--- src/rtl/muldiv_iter_if.sv ---
// Request/result bundle between the EX stage and the iterative mul/div unit.
// The requester drives start/annul/op/operands; the unit returns busy, a ready pulse and the result.
// The master modport is the requester side and the slave modport is the arithmetic unit side.
interface muldiv_iter_if #(
  parameter int WIDTH = 32
);
  logic               start_i;
  logic               annul_i;
  logic [1:0]         op_i;
  logic [WIDTH-1:0]   opdata1_i;
  logic [WIDTH-1:0]   opdata2_i;
  logic               busy_o;
  logic               ready_o;
  logic [2*WIDTH-1:0] result_o;
  logic               div_by_zero_o;

  modport master (
    output start_i, annul_i, op_i, opdata1_i, opdata2_i,
    input  busy_o, ready_o, result_o, div_by_zero_o
  );

  modport slave (
    input  start_i, annul_i, op_i, opdata1_i, opdata2_i,
    output busy_o, ready_o, result_o, div_by_zero_o
  );
endinterface

--- src/rtl/muldiv_iter.sv ---
// Radix-2 iterative MULT/MULTU/DIV/DIVU unit producing {hi,lo} / {remainder,quotient}.
// Latency: ready pulses WIDTH+1 cycles after start is accepted (2 cycles for divide-by-zero).
// No backpressure: start is only taken in IDLE; annul aborts CALC/DIVZ; the result is held until the next completion.
module muldiv_iter #(
  parameter int WIDTH = 32,
  parameter int CNT_W = 6
) (
  input logic          clk,
  input logic          rst,
  muldiv_iter_if.slave bus
);

  typedef enum logic [1:0] {IDLE, DIVZ, CALC, DONE} state_t;

  state_t             state;
  logic [CNT_W-1:0]   cnt;
  logic               is_mul;
  logic               neg_q;     // quotient / whole product gets negated
  logic               neg_r;     // remainder gets negated (divide only)
  logic [WIDTH-1:0]   rem;       // div: partial remainder; mul: high accumulator half
  logic [WIDTH-1:0]   quo;       // div: dividend shifting out, quotient shifting in; mul: multiplier / low half
  logic [WIDTH-1:0]   mag2;      // divisor or multiplicand magnitude
  logic               busy;
  logic               ready;
  logic               dbz;
  logic [2*WIDTH-1:0] result;

  logic               sign1;
  logic               sign2;
  logic [WIDTH-1:0]   abs1;
  logic [WIDTH-1:0]   abs2;
  logic [WIDTH:0]     shifted;
  logic [WIDTH-1:0]   diff;
  logic               ge;
  logic [WIDTH:0]     sum;
  logic [WIDTH-1:0]   rem_nxt;
  logic [WIDTH-1:0]   quo_nxt;
  logic [2*WIDTH-1:0] raw;
  logic [2*WIDTH-1:0] fin;

  // Operand magnitudes and the next iteration step for both algorithms, plus the sign-corrected final value.
  always_comb begin
    sign1   = bus.op_i[0] & bus.opdata1_i[WIDTH-1];
    sign2   = bus.op_i[0] & bus.opdata2_i[WIDTH-1];
    // The most-negative operand negates to itself, which read unsigned is exactly its magnitude.
    abs1    = sign1 ? -bus.opdata1_i : bus.opdata1_i;
    abs2    = sign2 ? -bus.opdata2_i : bus.opdata2_i;
    // Restoring divide: bring in the next dividend bit, subtract the divisor if it fits.
    shifted = {rem, quo[WIDTH-1]};
    ge      = (shifted >= {1'b0, mag2});
    diff    = shifted[WIDTH-1:0] - mag2;
    // Shift-add multiply: add the multiplicand when the multiplier LSB is set, then shift right.
    sum     = {1'b0, rem} + (quo[0] ? {1'b0, mag2} : {(WIDTH+1){1'b0}});
    if (is_mul) begin
      rem_nxt = sum[WIDTH:1];
      quo_nxt = {sum[0], quo[WIDTH-1:1]};
    end else begin
      rem_nxt = ge ? diff : shifted[WIDTH-1:0];
      quo_nxt = {quo[WIDTH-2:0], ge};
    end
    // Both algorithms leave the result as {rem, quo}: {hi, lo} or {remainder, quotient}.
    raw = {rem_nxt, quo_nxt};
    fin = raw;
    if (is_mul) begin
      if (neg_q) fin = -raw;
    end else begin
      fin[WIDTH-1:0]       = neg_q ? -raw[WIDTH-1:0] : raw[WIDTH-1:0];
      fin[2*WIDTH-1:WIDTH] = neg_r ? -raw[2*WIDTH-1:WIDTH] : raw[2*WIDTH-1:WIDTH];
    end
  end

  // Control FSM with registered handshake outputs and the iteration datapath.
  always_ff @(posedge clk) begin
    if (rst) begin
      state  <= IDLE;
      cnt    <= '0;
      is_mul <= 1'b0;
      neg_q  <= 1'b0;
      neg_r  <= 1'b0;
      rem    <= '0;
      quo    <= '0;
      mag2   <= '0;
      busy   <= 1'b0;
      ready  <= 1'b0;
      dbz    <= 1'b0;
      result <= '0;
    end else begin
      case (state)
        IDLE: begin
          ready <= 1'b0;
          busy  <= 1'b0;
          if (bus.start_i && !bus.annul_i) begin
            is_mul <= bus.op_i[1];
            neg_q  <= sign1 ^ sign2;
            neg_r  <= sign1;
            rem    <= '0;
            quo    <= abs1;
            mag2   <= abs2;
            cnt    <= '0;
            if (!bus.op_i[1] && (bus.opdata2_i == '0)) begin
              state <= DIVZ;
            end else begin
              state <= CALC;
              busy  <= 1'b1;
            end
          end
        end
        DIVZ: begin
          if (bus.annul_i) begin
            state <= IDLE;
          end else begin
            state  <= DONE;
            busy   <= 1'b1;
            ready  <= 1'b1;
            dbz    <= 1'b1;
            result <= '0;
          end
        end
        CALC: begin
          if (bus.annul_i) begin
            state <= IDLE;
            busy  <= 1'b0;
          end else begin
            rem <= rem_nxt;
            quo <= quo_nxt;
            cnt <= cnt + 1'b1;
            if (cnt == CNT_W'(WIDTH - 1)) begin
              state  <= DONE;
              ready  <= 1'b1;
              dbz    <= 1'b0;
              result <= fin;
            end
          end
        end
        DONE: begin
          // Result is already committed here, so annul has no effect.
          state <= IDLE;
          busy  <= 1'b0;
          ready <= 1'b0;
        end
        default: begin
          state <= IDLE;
          busy  <= 1'b0;
          ready <= 1'b0;
        end
      endcase
    end
  end

  assign bus.busy_o        = busy;
  assign bus.ready_o       = ready;
  assign bus.div_by_zero_o = dbz;
  assign bus.result_o      = result;

endmodule

--- src/flat_wrapper.sv ---
// flat-port wrapper written by rule: the top's interface ports become plain ports
module muldiv_iter_flat 
#(
  parameter int WIDTH = 32,
  parameter int CNT_W = 6
)
  (clk, rst, bus_start_i, bus_annul_i, bus_op_i, bus_opdata1_i, bus_opdata2_i, bus_busy_o, bus_ready_o, bus_result_o, bus_div_by_zero_o);
  muldiv_iter_if #(.WIDTH(WIDTH)) bus_i ();
  input logic clk;
  input logic rst;
  input wire logic [$bits(bus_i.start_i)-1:0] bus_start_i;
  input wire logic [$bits(bus_i.annul_i)-1:0] bus_annul_i;
  input wire logic [$bits(bus_i.op_i)-1:0] bus_op_i;
  input wire logic [$bits(bus_i.opdata1_i)-1:0] bus_opdata1_i;
  input wire logic [$bits(bus_i.opdata2_i)-1:0] bus_opdata2_i;
  output wire logic [$bits(bus_i.busy_o)-1:0] bus_busy_o;
  output wire logic [$bits(bus_i.ready_o)-1:0] bus_ready_o;
  output wire logic [$bits(bus_i.result_o)-1:0] bus_result_o;
  output wire logic [$bits(bus_i.div_by_zero_o)-1:0] bus_div_by_zero_o;
  assign bus_i.start_i = bus_start_i;
  assign bus_i.annul_i = bus_annul_i;
  assign bus_i.op_i = bus_op_i;
  assign bus_i.opdata1_i = bus_opdata1_i;
  assign bus_i.opdata2_i = bus_opdata2_i;
  assign bus_busy_o = bus_i.busy_o;
  assign bus_ready_o = bus_i.ready_o;
  assign bus_result_o = bus_i.result_o;
  assign bus_div_by_zero_o = bus_i.div_by_zero_o;
  muldiv_iter #(.WIDTH(WIDTH), .CNT_W(CNT_W)) u_core (.clk(clk), .rst(rst), .bus(bus_i));
endmodule
--- config.mk ---
export PLATFORM = sky130hd
export DESIGN_NAME = muldiv_iter_flat
export DESIGN_NICKNAME = d
export VERILOG_FILES = /design/src/rtl/muldiv_iter_if.sv /design/src/rtl/muldiv_iter.sv /design/src/flat_wrapper.sv
export SDC_FILE = /design/constraint.sdc
export NUM_CORES = 1
export LEC_CHECK = 0
export ABC_AREA = 1
export CORE_ASPECT_RATIO = 0.75
export CORE_MARGIN = 10
export CORE_UTILIZATION = 55
export CTS_CLUSTER_DIAMETER = 200
export CTS_CLUSTER_SIZE = 28
export DETAILED_ROUTE_END_ITERATION = 6
export PLACE_DENSITY = 0.76
export SETUP_SLACK_MARGIN = 0.02
export SLEW_MARGIN = 20
export SYNTH_ARGS = -nofsm -noshare
export SYNTH_HDL_FRONTEND = slang
export SYNTH_SLANG_ARGS = --single-unit
export TNS_END_PERCENT = 10
--- constraint.sdc ---
create_clock -name clk -period 7.1 [get_ports clk]
set_input_delay 1.42 -clock clk [delete_from_list [all_inputs] [get_ports clk]]
set_output_delay 1.42 -clock clk [all_outputs]
set_load 0.01 [all_outputs]
==> results of run 1 <==
-- state kept, by name, indices dropped and copies added (netlist names) --
signal and cells:
u_core.cnt 6, u_core.bus.result_o 64, u_core.state 2, u_core.bus.div_by_zero_o 1, u_core.mag2 32, u_core.bus.busy_o 1, u_core.neg_q 1, u_core.is_mul 1
u_core.neg_r 1, u_core.bus.ready_o 1, u_core.quo 32, u_core.rem 32
-- per-layer routing --
| metal | routed length, um | up-vias | part of all wire (%) | global-route usage [%] |
|---|---|---|---|---|
| met1 | 30400 | 9157 | 45 | 50.5 |
| met2 | 25900 | 1334 | 38 | 45.9 |
| met5 | 0 | - | 0 | 0 |
| met3 | 9970 | 123 | 15 | 11.3 |
| met4 | 1660 | 0 | 2.4 | 8.50 |
| li1 | - | 9460 | - | - |
-- placed cells by master, fill, tap and decap left out, types with 46 or more instances in the layout --
cell	count
dfxtp_1	173
nor3_1	46
nand3_1	236
clkdlybuf4s50_1	135
nor2_1	212
ha_1	73
nand2_1	844
o21ai_0	149
a21oi_1	254
nand4_1	47
inv_1	387
-- final cells by class --
cell class                 count  area share, %
clock inverter                14          0.968
inverter                     403           8.08
sequential                   174           18.6
clock buffer                  18           2.29
multi-input combinational   2187           59.5
timing repair buffer         152           7.89
tap                          399           2.66
-- worst max-delay path: cells and delay by family (launching register included) --
kind	cells	cell delay, ns
DFF	1	0.43
and+or+nand+nor	19	2.56
adders and majority gates	2	0.64
buffers and inverters	1	0.11
AOI/OAI and AO/OA	5	1.67
-- power by group --
part           leakage [nW]  total [mW]  switching, mW  internal [mW]
logic                  7.19        4.68           3.37           1.31
registers              1.41        1.24          0.115           1.12
clock network         0.287        1.02          0.486          0.533
total                  8.89        6.94           3.97           2.97
-- how the worst min path moves through the flow --
stage                           startpoint  slack, ns                     end  cells past startpoint
floorplan                   u_core.quo[20]       0.45          u_core.quo[20]                      2
global placement        u_core.bus.ready_o       0.44      u_core.bus.ready_o                      2
detailed placement      u_core.bus.ready_o       0.44      u_core.bus.ready_o                      2
CTS                     u_core.bus.ready_o       0.46      u_core.bus.ready_o                      2
global route        u_core.bus.result_o[9]       0.49  u_core.bus.result_o[9]                      2
finish                  u_core.bus.ready_o       0.45      u_core.bus.ready_o                      2
-- cell families (layout without fill, tap and decap cells) --
kind of cell,count (synthesis),after routing
buf+inv,508,587
compound gates,519,519
flops,174,174
fa+ha+maj,75,75
simple gates,1537,1537
xor+xnor,56,56
-- metrics by stage --
step | power [mW] | hold WS (ns) | util [%]
5_1_grt | 7.40 | 0.490 | 62.3
3_3_place_gp | 5.67 | 0.438 | 60.3
4_1_cts | 6.72 | 0.457 | 62.3
6_report | 6.94 | 0.451 | 62.3
3_5_place_dp | 5.70 | 0.439 | 60.3
2_1_floorplan | 4.48 | 0.445 | -
-- cell usage after synthesis (all sizes together), types with 19 or more instances --
master	n	share of area, %
a21oi	257	7.9
buf	49	2.0
clkbuf	56	1.3
dfxtp	174	21
ha	73	5.5
inv	400	9.0
nand2	870	20
nand3	252	8.1
nand3b	31	1.4
nand4	50	2.0
nor2	246	6.2
nor3	49	1.6
o211ai	26	1.2
o21ai	171	5.3
or2	19	0.71
xor2	39	2.0
==> metrics.cfg, run 1 <==
[status]
status=finished with violations
violations=design-rule violations

[die]
die_h_um=171
fp-row-count=55
coreArea_sq_mm=0.0301
die_w_um=221
die_area_sq_mm=0.0378
initial_core_util_pct=55.5
ioPinCount=137

[sta]
slew_violations=0
rsz0062_at_grt=no
finalWorstSetupSlack_ns=1.54
period_minus_slack_ns=5.56
period_share_pct=78.4
slew_headroom_pct=22.2
hold_viol=0
fmax_mhz=180
fin_setup_tns_ns=0
worst_pin_slew_ns=1.17
setup_violations=0
fin_skew_ns=0.0108

[cells_and_area]
nFillCells=2913
seq_area_sq_mm=0.00348
design_area_sq_mm=0.0187
antenna_cells=0
final-instance-count-excl-fill=3347
area_growth_pct=12.3
layout.nets=3080
multiInputGateArea_sq_mm=0.0112
drive_gt1_share_pct=5.97

[place]
dp.cells=3315
portBuffers=136
gp_congestion=1.07
dp.final_hpwl_um=54200
placed_cell_area_sq_mm=0.0181
dp_slack_ns=1.83

[route]
drt_first_pass_iters=7
routed_wirelength_um=67900
ant_nets=0
via_per_inst=6.00
num_vias=20074
drc=1
wl_per_cell_um=20.3
drtIter0Drc=3471

[critical_path]
slowest_stage=a21oi_4
crit_end=u_core.bus.result_o[60]
regToRegEndpoint=u_core.bus.result_o[60]
rr_worst_depth=27
reg2reg_slack_ns=1.54
worstPathMaxFanout=25
worst_ep_required_time_ns=7.42
crit_top_cell=nand2_1
cpPeakStageDelay_ns=0.66
worst_setup_path_end_kind=flop
worstPathArrival_ns=5.88
worstSetupStartpointType=flop
crit_start=u_core.mag2[28]
crit_type=flop to flop
reg2reg_from=u_core.mag2[28]

[clock_network]
cts_buffers=17
post_cts_resize_count=0
cts_root_buf=clkbuf_16
clk_pin_slew_ns=0.08
holdBufCountCts=0
htreeDepth=4
clk_latency_ns=0.47
cts_tree=built
post_cts_buffers=0
cts_sinks=174
clockBufferDepth=2

[logic_synthesis]
synthCells=2869
synthesis.area_sq_mm=0.0167
synth_fp_nets=3014
muxShareOfSynthArea_pct=0
synth_enable_flop_cells=0
synthSimpleGateAreaFrac_pct=40.7
ys.warnings.count=0
synth_adder_area_share_pct=5.71
synthArstFlopShare_pct=0
yosysUniqueCellTypes=57
avgSynthCellArea_sq_um=5.82
synth-seq-cells=174
synth_top_family_by_area=simple AND/OR/NAND/NOR gates
synth-compound-area-share_pct=17.4
synth_xor_area_share_pct=2.94
synth_ff_type=dfxtp_1
synth_seq_area_share_pct=20.9

[flow_run]
drv_cap=0

[global_routing]
grt_pass1_wl_um=102000
grt_pass1_vias=17443
grt_max_degree=91
antenna_found_initial=1
overflow=0
grtUsageTotal_pct=34.3

[pwr]
leakage_nw=8.89
ir_worst_vdd_uv=344
powerDensity_mw_per_mm2=370

[hold_path]
min_path_type=flop to flop

No activity file was read; power rests on OpenSTA's default activity.
==> inputs of run 2 (changes only) <==
==> constraint.sdc (replaced) <==
create_clock -name clk -period 5.6 [get_ports clk]
set_input_delay 1.12 -clock clk [delete_from_list [all_inputs] [get_ports clk]]
set_output_delay 1.12 -clock clk [all_outputs]
set_load 0.01 [all_outputs]
==> run 2 against run 1 <==
The run still ends with design-rule violations left. Final cell count grew 0.12%. Global-route usage shrank 0.91 points. Setup slack lost 0.61 ns. Critical endpoint unchanged. Highest routed layer is now met5.
==> metrics.cfg, run 2 (synthesis gave the netlist of run 1 again) <==
[sta]
rsz0062_at_grt=no
period_minus_slack_ns=4.68  ; -0.887 ns
slew_headroom_pct=31.3  ; +9.1 points
slew_violations=0  ; unchanged
hold_viol=0  ; unchanged
fin_setup_tns_ns=0  ; unchanged
period_share_pct=83.5  ; +5.1 points
setup_violations=0  ; unchanged
fmax_mhz=214  ; +19%
fin_skew_ns=0.0190  ; +0.00820 ns
hold_ws_ns=0.459  ; +0.00759 ns
worst_pin_slew_ns=1.03  ; -0.136 ns

[route]
drt_first_pass_iters=7  ; unchanged
num_vias=19930  ; -0.72%
drtIter0Drc=3095  ; -11%
routed_wirelength_um=66500  ; -2.1%
via_per_inst=5.95  ; -0.84%
ant_nets=0  ; unchanged
drc=2  ; +1
wl_per_cell_um=19.9  ; -2.2%

[clock_network]
cts_buffers=17  ; unchanged
clk_pin_slew_ns=0.08  ; about the same
clk_latency_ns=0.46  ; about the same
post_cts_buffers=0  ; unchanged
cts_root_buf=clkbuf_16
cts_tree=built
holdBufCountCts=0  ; unchanged
post_cts_resize_count=0  ; unchanged
htreeDepth=4  ; unchanged
cts_sinks=174  ; unchanged
clockBufferDepth=2  ; unchanged

[status]
status=finished with violations
violations=design-rule violations

[cells_and_area]
drive_gt1_share_pct=6.20  ; +0.23 points
layout_commonest_cell=nand2_1
final_cell_mix=nand2_1, inv_1, a21oi_1
layout.nets=3085  ; +0.16%
area_growth_pct=12.6
antenna_cells=0  ; unchanged
largest_reg_flops=64  ; unchanged

[global_routing]
overflow=0  ; unchanged
grt_pass1_vias=17251  ; -1.1%
antenna_found_initial=1  ; unchanged
grt_max_degree=104  ; +14%
grt_pass1_wl_um=100000  ; -2.1%
grtUsageTotal_pct=33.4  ; -0.91 points

[critical_path]
worstPathMaxFanout=40  ; +60%
worst_ep_required_time_ns=5.91  ; -1.51 ns
worstSetupStartpointType=flop
slowest_stage=dfxtp_1
worstPathArrival_ns=4.99  ; -0.89 ns
crit_type=flop to flop
cpPeakStageDelay_ns=0.37  ; -0.29 ns
worst_setup_path_end_kind=flop
crit_top_cell=nand2_1

[die]
die_h_um=171  ; unchanged
die_area_sq_mm=0.0378  ; unchanged
die_w_um=221  ; unchanged
initial_core_util_pct=55.5  ; unchanged
coreArea_sq_mm=0.0301  ; unchanged
fp-row-count=55  ; unchanged
ioPinCount=137  ; unchanged

[place]
gp_congestion=1.08  ; +0.88%
dp.final_hpwl_um=52800  ; -2.6%
portBuffers=136  ; unchanged

[pwr]
leakage_nw=8.92  ; +0.33%
powerDensity_mw_per_mm2=464  ; +25%
ir_worst_vdd_uv=404  ; +17%

[flow_run]
drv_cap=0  ; unchanged

[hold_path]
min_path_type=flop to flop

[run 2: changes by cell type in the layout (fill, tap and decap cells not counted), moves of 2 or more]
| cell | change |
|---|---|
| clkinv_2 | +2 |
| buf_4 | +4 |
| clkinv_4 | -3 |
| clkinv_8 | -2 |
| inv_6 | +2 |
[run 2: final cells by class]
| class | count | area [sq um] |
|---|---|---|
| Timing Repair Buffer | 157 | 1520 |
| Fill cell | 2899 | 11300 |
| Inverter | 403 | 1520 |
| Clock buffer | 17 | 425 |
| Clock inverter | 14 | 180 |
| Tap cell | 399 | 499 |
| Sequential cell | 174 | 3490 |
| Multi-Input combinational cell | 2187 | 11200 |
[run 2: worst paths after layout]
check | from | end | slack [ns] | cells past startpoint
setup / recovery | u_core.mag2[6] | u_core.bus.result_o[60] | 0.92 | 31
hold / removal | u_core.bus.ready_o | u_core.bus.ready_o | 0.46 | 2
setup reg to reg | u_core.mag2[6] | u_core.bus.result_o[60] | 0.92 | 31
hold reg to reg | u_core.bus.ready_o | u_core.bus.ready_o | 0.46 | 2
[run 2: per-stage QoR]
step                      cell area [sq um]  setup WS [ns]  power (mW)  utilization [%]  std cells
final                                 18800          0.923        8.72             62.5       3351
after global routing                  18800          0.532        9.33             62.5       3351
after CTS                             18800           1.07        8.49             62.5       3351
after detailed placement              18200           1.10        7.19             60.4       3320
after global placement                18200           1.19        7.15             60.4       3320
after floorplan                       16700           2.09        5.68                -       2869
[run 2: critical path, delay by kind of cell (launching register included)]
kind	cells	cell delay, ns
AND/OR/NAND/NOR	25	3.17
adder cells (fa/ha/maj)	2	0.60
flip-flops	1	0.37
AO/OA/AOI/OAI	2	0.26
buffers and inverters	2	0.13
[run 2: power by group]
group	total, mW	leakage [nW]	switching [mW]	internal (mW)
sequential	1.61	1.41	0.192	1.42
combinational	5.81	7.22	4.15	1.66
clock	1.30	0.290	0.590	0.710
total	8.72	8.92	4.93	3.79
[run 2: routing by layer]
metal,share of wire (%),vias to the layer above,GRT usage (%),routed length [um]
li1,-,9458,-,-
met2,39,1347,44.9,25600
met1,44,9013,48.9,29100
met3,15,108,10.8,10200
met4,2.3,4,8.56,1510
met5,0.14,-,1.60,93
